--- src/rtl/cascade_event_arbiter.sv ---
// Merges ML and rule-engine event strobes into one ordered stream through a small FIFO,
// with overflow drop counting and a timed flush that also clears the downstream detector.
module cascade_event_arbiter #(
    parameter int unsigned DEPTH        = 4,
    parameter int unsigned FLUSH_CYCLES = 2
) (
    input  logic                       clk,
    input  logic                       rst_n,
    input  logic                       rule_alert_any,
    input  logic [2:0]                 rule_alert_type,
    input  logic                       ml_valid,
    input  logic [2:0]                 ml_class,
    input  logic [7:0]                 ml_confidence,
    input  logic                       flush_req,
    output logic                       out_valid,
    output logic [2:0]                 out_code,
    output logic [7:0]                 out_conf,
    output logic                       out_src,
    output logic                       det_flush,
    output logic                       busy,
    output logic [$clog2(DEPTH):0]     fifo_level,
    output logic [7:0]                 drop_cnt
);

    localparam int unsigned AW = $clog2(DEPTH);
    localparam int unsigned LW = AW + 1;
    localparam int unsigned CW = $clog2(FLUSH_CYCLES + 1);

    typedef enum logic {RUN, FLUSH} state_t;

    typedef struct packed {
        logic [2:0] code;
        logic [7:0] conf;
        logic       src;
    } entry_t;

    state_t          state;
    logic [CW-1:0]   flush_cnt;
    entry_t          mem [DEPTH];
    logic [AW-1:0]   rd_ptr;
    logic [AW-1:0]   wr_ptr;
    logic [LW-1:0]   level;

    logic            ml_ev;
    logic            rule_ev;
    logic            pop;
    logic [LW-1:0]   free;
    logic [1:0]      want;
    logic [1:0]      n_wr;
    logic [1:0]      drops;
    logic [8:0]      drop_sum;
    logic [7:0]      drop_next;
    entry_t          ml_entry;
    entry_t          rule_entry;
    entry_t          first_entry;

    always_comb begin
        ml_ev       = ml_valid && (ml_class != '0);
        // A rule event duplicating the same-cycle ML code is merged away, not dropped
        rule_ev     = rule_alert_any && !(ml_ev && (rule_alert_type == ml_class));
        pop         = (state == RUN) && (level != '0);
        free        = LW'(DEPTH) - level + LW'(pop);
        want        = {1'b0, ml_ev} + {1'b0, rule_ev};
        n_wr        = (LW'(want) <= free) ? want : free[1:0];
        drops       = want - n_wr;
        drop_sum    = {1'b0, drop_cnt} + 9'(drops);
        drop_next   = drop_sum[8] ? 8'hFF : drop_sum[7:0];
        ml_entry    = '{code: ml_class, conf: ml_confidence, src: 1'b1};
        rule_entry  = '{code: rule_alert_type, conf: 8'h00, src: 1'b0};
        first_entry = ml_ev ? ml_entry : rule_entry;
    end

    always_ff @(posedge clk) begin
        if ((state == RUN) && !flush_req) begin
            if (n_wr != 2'd0) mem[wr_ptr] <= first_entry;
            if (n_wr == 2'd2) mem[wr_ptr + AW'(1)] <= rule_entry;
        end
    end

    always_ff @(posedge clk or negedge rst_n) begin
        if (!rst_n) begin
            state     <= RUN;
            flush_cnt <= '0;
            rd_ptr    <= '0;
            wr_ptr    <= '0;
            level     <= '0;
            out_valid <= 1'b0;
            out_code  <= '0;
            out_conf  <= '0;
            out_src   <= 1'b0;
            det_flush <= 1'b0;
            drop_cnt  <= '0;
        end else begin
            case (state)
                RUN: begin
                    if (flush_req) begin
                        state     <= FLUSH;
                        flush_cnt <= CW'(FLUSH_CYCLES);
                        det_flush <= 1'b1;
                        out_valid <= 1'b0;
                        rd_ptr    <= '0;
                        wr_ptr    <= '0;
                        level     <= '0;
                    end else begin
                        out_valid <= pop;
                        if (pop) begin
                            out_code <= mem[rd_ptr].code;
                            out_conf <= mem[rd_ptr].conf;
                            out_src  <= mem[rd_ptr].src;
                            rd_ptr   <= rd_ptr + AW'(1);
                        end
                        wr_ptr   <= wr_ptr + AW'(n_wr);
                        level    <= level + LW'(n_wr) - LW'(pop);
                        drop_cnt <= drop_next;
                    end
                end
                FLUSH: begin
                    out_valid <= 1'b0;
                    if (flush_req) begin
                        flush_cnt <= CW'(FLUSH_CYCLES);
                    end else if (flush_cnt <= CW'(1)) begin
                        state     <= RUN;
                        det_flush <= 1'b0;
                        flush_cnt <= '0;
                    end else begin
                        flush_cnt <= flush_cnt - CW'(1);
                    end
                end
                default: state <= RUN;
            endcase
        end
    end

    assign busy       = (state == FLUSH) || (level != '0);
    assign fifo_level = level;

endmodule

--- config.mk ---
export PLATFORM = sky130hd
export DESIGN_NAME = cascade_event_arbiter
export DESIGN_NICKNAME = d
export VERILOG_FILES = /design/src/rtl/cascade_event_arbiter.sv
export SDC_FILE = /design/constraint.sdc
export NUM_CORES = 1
export LEC_CHECK = 0
export CORE_MARGIN = 2
export CORE_UTILIZATION = 45
export CTS_BUF_LIST = sky130_fd_sc_hd__clkbuf_4
export CTS_CLUSTER_SIZE = 8
export DETAILED_ROUTE_END_ITERATION = 10
export GPL_ROUTABILITY_DRIVEN = 0
export PLACE_DENSITY = 0.66
export RECOVER_POWER = 100
export SYNTH_ARGS = -nofsm -noshare
export SYNTH_HDL_FRONTEND = slang
export SYNTH_SLANG_ARGS = --single-unit
--- constraint.sdc ---
create_clock -name clk -period 5.4 [get_ports clk]
set_clock_uncertainty 0.1 [all_clocks]
set_input_delay 1.62 -clock clk [delete_from_list [all_inputs] [get_ports clk]]
set_output_delay 1.62 -clock clk [all_outputs]
set_load 0.01 [all_outputs]
# After elaboration in Yosys (flattened, before gate mapping)
# Memories as Yosys holds them, arrays and structs flattened. A register that Yosys moved wholly into a read port is not among the register bits.
# Index checks and enable logic that the tools add are counted.
dict set report op_classes {
  n_addsub 11
  magnitude_cmp 2
  eq_ne 5
  n_mux 27
  bitwise_logic 2
  n_reduce_logical 17
}
# cell n
set op_table {}
lappend op_table {{2-bit 2-to-1 mux} 7}
lappend op_table {{1-bit 2-to-1 mux} 13}
lappend op_table {{12-bit 2-to-1 mux} 1}
lappend op_table {{8-bit by 2-bit adder with 9-bit output} 1}
lappend op_table {{8-bit 2-to-1 mux} 1}
lappend op_table {{1-bit one-hot mux with 2 select lines} 3}
lappend op_table {{3-bit AND reduction} 2}
lappend op_table {{3-bit nonzero test} 2}
lappend op_table {{1-bit logical AND} 5}
lappend op_table {{2-bit by 1-bit adder with 2-bit output, second input constant} 2}
lappend op_table {{2-bit inequality test, second input constant} 2}
lappend op_table {{2-bit one-hot mux with 2 select lines} 1}
lappend op_table {{2-bit AND reduction} 2}
lappend op_table {{2-bit nonzero test} 2}
lappend op_table {{3-bit by 1-bit adder with 3-bit output} 1}
lappend op_table {{3-bit by 2-bit adder with 3-bit output} 1}
lappend op_table {{3-bit equality test} 1}
lappend op_table {{2-bit by 3-bit <= comparator with 1-bit output} 1}
lappend op_table {{1-bit zero test} 3}
lappend op_table {{3-bit 2-to-1 mux} 1}
lappend op_table {{3-bit by 1-bit subtractor with 3-bit output} 1}
lappend op_table {{3-bit subtractor, first input constant} 1}
lappend op_table {{1-bit by 1-bit adder with 2-bit output} 1}
lappend op_table {{2-bit adder} 1}
lappend op_table {{7 further kinds} 8}
dict set report word_totals {
  register_bits 20
  mem_bits_rw 48
  inputBits 19
  out_inout_bits 26
  word_cells 73
  memories 1
}
# memory depth width read_ports rd_clocked_by_memory_dff write_ports line
set memory_table {}
lappend memory_table {mem 4 12 1 1 2 39} ;# entry_t mem [DEPTH];

# Logic depth before layout (Yosys ltp)
dict set report logic_depth {
  word_depth 12
  ltp_mapped 21
  ltp_nobuf 20
}

# Worst setup path after synthesis
# OpenSTA, ideal clock, no wires.
dict set report synth_timing {
  path_type {input port to flip-flop}
  start {in ml_class[2]}
  end {reg level[2], in the netlist fifo_level[2]}
  setup_time_ns 0.135
  t_arrival_ns 5.342
  path_slack_ns -0.177
  stages 16
  n_path_buf 2
  cell_sequence {o31ai_1 -> inv_2 -> clkbuf_1 -> ha_1 -> ha_1 -> and3b_1 -> nor4_4 -> mux2_4 -> buf_12 -> inv_8 -> ha_1 -> fa_1 -> xnor2_1 -> nor2_1 -> o21ai_0 -> o21ai_0}
}
dict set report synth_between {
  elab_chain_cells 11
  elab_cells_between_ends 12
  classes_between {3 x add/sub; 1 x order compare; 1 x eq/ne; 2 x mux; 5 x reduce/logical}
}
# item line
set synth_lines {}
lappend synth_lines {{from (decl)} 12} ;# input logic [2:0] ml_class,
lappend synth_lines {{3-bit nonzero test} 58} ;# ml_ev = ml_valid && (ml_class != '0);
lappend synth_lines {{1-bit logical AND} 58}
lappend synth_lines {{1-bit logical AND} 60} ;# rule_ev = rule_alert_any && !(ml_ev && (rule_alert_type == ml_class));
lappend synth_lines {{1-bit zero test} 60}
lappend synth_lines {{1-bit logical AND} 60}
lappend synth_lines {{1-bit by 1-bit adder with 2-bit output (*)} 63} ;# want = {1'b0, ml_ev} + {1'b0, rule_ev};
lappend synth_lines {{2-bit by 3-bit <= comparator with 1-bit output} 64} ;# n_wr = (LW'(want) <= free) ? want : free[1:0];
lappend synth_lines {{2-bit 2-to-1 mux (*)} 64}
lappend synth_lines {{3-bit by 2-bit adder with 3-bit output (*)} 113} ;# level <= level + LW'(n_wr) - LW'(pop);
lappend synth_lines {{3-bit by 1-bit subtractor with 3-bit output (*)} 113}
lappend synth_lines {{3-bit 2-to-1 mux (*)} 96} ;# if (flush_req) begin
lappend synth_lines {{to (signal assigned)} 113}
lappend synth_lines {{to (decl)} 42} ;# logic [LW-1:0] level;
# Every way passes the cells marked *; elsewhere a longest branch is shown, timed or not.
# A chain may end at the register's enable or synchronous reset.

# Final worst setup path
dict set report layout_timing {
  start {in ml_class[1]}
  end {reg level[2], in the netlist fifo_level[2]}
}
# The elaborated chain is that of the path after synthesis.

==> impl_metrics.sql <==
INSERT INTO impl_metrics (metric_group, metric, value, unit) VALUES
('pwr', 'vdd.ir_drop.worst', '162', 'µV'),
('timing', 'slew_headroom', '-0.120', ''),
('clock_tree', 'cts_made_buffers', '9', ''),
('cells_and_area', 'seqCellArea', '1880', 'µm²'),
('timing', 'max_freq', '194', 'MHz'),
('run_status', 'failed_checks', 'capacitance limit, slew limit', ''),
('clock_tree', 'cts.repair_timing.setup_buffer_count', '0', ''),
('pwr', 'pwr-share-clk', '0.157', ''),
('placed_design', 'dp.final_hpwl', '6880', 'µm'),
('logic_synthesis', 'synthCells', '354', ''),
('detailed_routing', 'drcViolationCount', '0', ''),
('clock_tree', 'cts-root-to-sink-buffers', '2', ''),
('worst_setup_path', 'timing.critical_path.from_type', 'primary input', ''),
('worst_setup_path', 'setup.reg_to_reg.worst_slack', '1.14', 'ns'),
('logic_synthesis', 'ys_types', '55', ''),
('timing', 'worst-slew-pin-transition', '1.68', 'ns'),
('cells_and_area', 'area_overhead_of_the_layout_relative_to_synthesis', '18.9', '%'),
('logic_synthesis', 'synth-warning-count', '0', ''),
('cells_and_area', 'fillerInstances', '781', ''),
('detailed_routing', 'wl_per_cell', '18.1', 'µm'),
('global_route', 'overall_global_routing_usage', '0.204', ''),
('worst_hold_path', 'worstHoldPathType', 'reg -> reg', ''),
('pwr', 'internal_power', '1.46', 'mW'),
('floorplanning', 'pin_count', '45', ''),
('floorplanning', 'placementRows', '34', ''),
('worst_hold_path', 'origin_of_the_worst_min_delay_path', 'mem[2][7]', ''),
('placed_design', 'place_area', '4810', 'µm²'),
('logic_synthesis', 'ys.flop_type', 'sky130_fd_sc_hd__dfxtp_1', ''),
('logic_synthesis', 'synth-async-reset-ratio', '0.400', ''),
('worst_setup_path', 'endpoint_kind', 'flip-flop', ''),
('run_status', 'status', 'finished with violations', ''),
('pwr', 'p_switching', '0.882', 'mW'),
('detailed_routing', 'detailedRoute.firstIterationViolations', '215', ''),
('placed_design', 'port_buffers', '44', ''),
('logic_synthesis', 'syn_avg_cell_area', '11.7', 'µm²'),
('clock_tree', 'tritoncts', 'yes', ''),
('worst_setup_path', 'cp_data_required_time', '5.62', 'ns'),
('timing', 'setup_violations', '0', ''),
('clock_tree', 'clock_latency', '0.42', 'ns'),
('timing', 'final-hold-violation-count', '0', ''),
('floorplanning', 'start_util', '0.468', ''),
('cells_and_area', 'most_used_cells_in_the_layout_excluding_fill_and_tap_cells', 'sky130_fd_sc_hd__dfxtp_1, sky130_fd_sc_hd__dfrtp_1, sky130_fd_sc_hd__a32o_1, sky130_fd_sc_hd__dlygate4sd3_1, sky130_fd_sc_hd__nand2_1', ''),
('detailed_routing', 'via_per_inst', '6.13', ''),
('detailed_routing', 'routed_wl', '9560', 'µm'),
('cells_and_area', 'multiInputGateArea', '2050', 'µm²'),
('logic_synthesis', 'synth_enable_flop_cells', '12', ''),
('cells_and_area', 'design.final.nets', '446', ''),
('global_route', 'grt_pass1_wl', '15900', 'µm'),
('global_route', 'grt_overflow_total', '0', ''),
('worst_setup_path', 'reg_to_reg_end', 'fifo_level[2]', ''),
('logic_synthesis', 'synth.ff_latch_count', '80', ''),
('job', 'maxcap_violations', '1', ''),
('clock_tree', 'h-tree-depth', '3', ''),
('detailed_routing', 'routed-via-count', '3237', ''),
('cells_and_area', 'diodes_inserted', '0', ''),
('cells_and_area', 'post_route_cells_drive_above_1_share', '0.181', ''),
('timing', 'hold-worst-slack', '0.380', 'ns'),
('placed_design', 'placed_cells_incl_taps', '512', ''),
('cells_and_area', 'postLayoutCoreUtil', '0.557', ''),
('global_route', 'first_global_vias', '3116', ''),
('logic_synthesis', 'post_synth_instance_area', '4130', 'µm²'),
('worst_hold_path', 'hold_path_end', 'mem[2][7]', ''),
('cells_and_area', 'layoutNonFillerInstCount', '528', ''),
('floorplanning', 'placeableCoreArea', '8810', 'µm²'),
('pwr', 'pwr_density_cell', '478', 'nW/µm²'),
('worst_setup_path', 'data_arrival_at_the_endpoint_of_the_critical_path', '5.37', 'ns'),
('timing', 'final-max-slew-violation-count', '33', ''),
('timing', 'grt_setup_unrepaired', 'false', ''),
('clock_tree', 'hold_buffers', '0', ''),
('logic_synthesis', 'synth_top_area_share', '0.194', ''),
('global_route', 'grt_max_degree', '46', '');
==> Yosys cell counts, types with 7 or more instances <==
library cell / instances
sky130_fd_sc_hd__dfxtp_1: 36
sky130_fd_sc_hd__dfrtp_1: 32
sky130_fd_sc_hd__a32o_1: 28
sky130_fd_sc_hd__nand2_1: 19
sky130_fd_sc_hd__inv_1: 16
sky130_fd_sc_hd__nor2_1: 16
sky130_fd_sc_hd__mux2_2: 15
sky130_fd_sc_hd__clkbuf_1: 13
sky130_fd_sc_hd__o21ai_0: 13
sky130_fd_sc_hd__edfxtp_1: 12
sky130_fd_sc_hd__mux4_2: 12
sky130_fd_sc_hd__o2111ai_1: 12
sky130_fd_sc_hd__o221ai_1: 12
sky130_fd_sc_hd__ha_1: 10
sky130_fd_sc_hd__a21oi_1: 9
sky130_fd_sc_hd__nand2b_1: 7
==> registers in the layout, indices dropped and copies added, names as in the netlist <==
register and cells:
out_valid 1, wr_ptr 2, rd_ptr 2, out_src 1, out_conf 8, det_flush 1
out_code 3, state 1, mem 48, flush_cnt 2, drop_cnt 8, fifo_level 3
==> worst max-delay path by stage <==
| stage | cells after the start | end | slack, ns | startpoint |
|---|---|---|---|---|
| floorplan | 16 | fifo_level[2] | 0.03 | ml_class[2] |
| global placement | 15 | fifo_level[2] | -0.11 | ml_class[1] |
| detailed placement | 15 | fifo_level[2] | -0.23 | ml_class[1] |
| CTS | 15 | fifo_level[2] | 0.26 | ml_class[1] |
| global route | 13 | drop_cnt[4] | 0.07 | ml_class[1] |
| finish | 15 | fifo_level[2] | 0.24 | ml_class[1] |
==> worst max-delay path, stage by stage <==
cell and delay [ns]:
sky130_fd_sc_hd__clkdlybuf4s50_1 0.49, sky130_fd_sc_hd__xor2_1 0.19, sky130_fd_sc_hd__o41a_1 0.41, sky130_fd_sc_hd__ha_1 0.21, sky130_fd_sc_hd__ha_1 0.34, sky130_fd_sc_hd__and3b_1 0.22, sky130_fd_sc_hd__nor4_4 0.29, sky130_fd_sc_hd__mux2_4 0.36
sky130_fd_sc_hd__inv_8 0.05, sky130_fd_sc_hd__ha_1 0.23, sky130_fd_sc_hd__fa_1 0.45, sky130_fd_sc_hd__xnor2_1 0.19, sky130_fd_sc_hd__nor2_1 0.05, sky130_fd_sc_hd__o21ai_0 0.16, sky130_fd_sc_hd__o21ai_0 0.10
==> power groups by stage <==
stage / logic, mW / clock network (mW) / registers, mW
global route: 1.11 / 0.403 / 0.997
global placement: 1.02 / 0 / 0.970
detailed placement: 1.05 / 0 / 0.983
finish: 1.01 / 0.367 / 0.965
floorplan: 0.754 / 0 / 0.923
CTS: 1.06 / 0.377 / 0.970
==> cells by family after synthesis <==
group / after synthesis / synth area share
AOI/OAI and AO/OA: 109 / 0.224
and+or+nand+nor: 70 / 0.0901
muxes: 31 / 0.117
adders and majority gates: 12 / 0.0400
DFF: 80 / 0.456
xor gates and xnor gates: 12 / 0.0273
buffers and inverters: 40 / 0.0452
==> through the flow <==
| step | setup WS, ns | power, mW |
|---|---|---|
| 6_report | 0.245 | 2.35 |
| 4_1_cts | 0.255 | 2.41 |
| 2_1_floorplan | 0.0294 | 1.68 |
| 3_3_place_gp | -0.110 | 1.99 |
| 5_1_grt | 0.0656 | 2.51 |
| 3_5_place_dp | -0.228 | 2.04 |
==> cell type report <==
cell class,instances,share of cell area
clock inverters,6,0.0138
flip-flops and latches,80,0.384
well taps,108,0.0276
multi-input cells,234,0.419
inverters,19,0.0161
clock buffers,10,0.0153
repair buffers,71,0.125
==> per-layer routing <==
metal | vias to the layer above | routed length (µm) | track usage
li1 | 1509 | - | -
met1 | 1595 | 4500 | 0.296
met2 | 123 | 4380 | 0.315
met3 | 10 | 607 | 0.0337
met4 | 0 | 77 | 0.0643
met5 | - | 0 | 0
(Power assumes the default switching activity.)
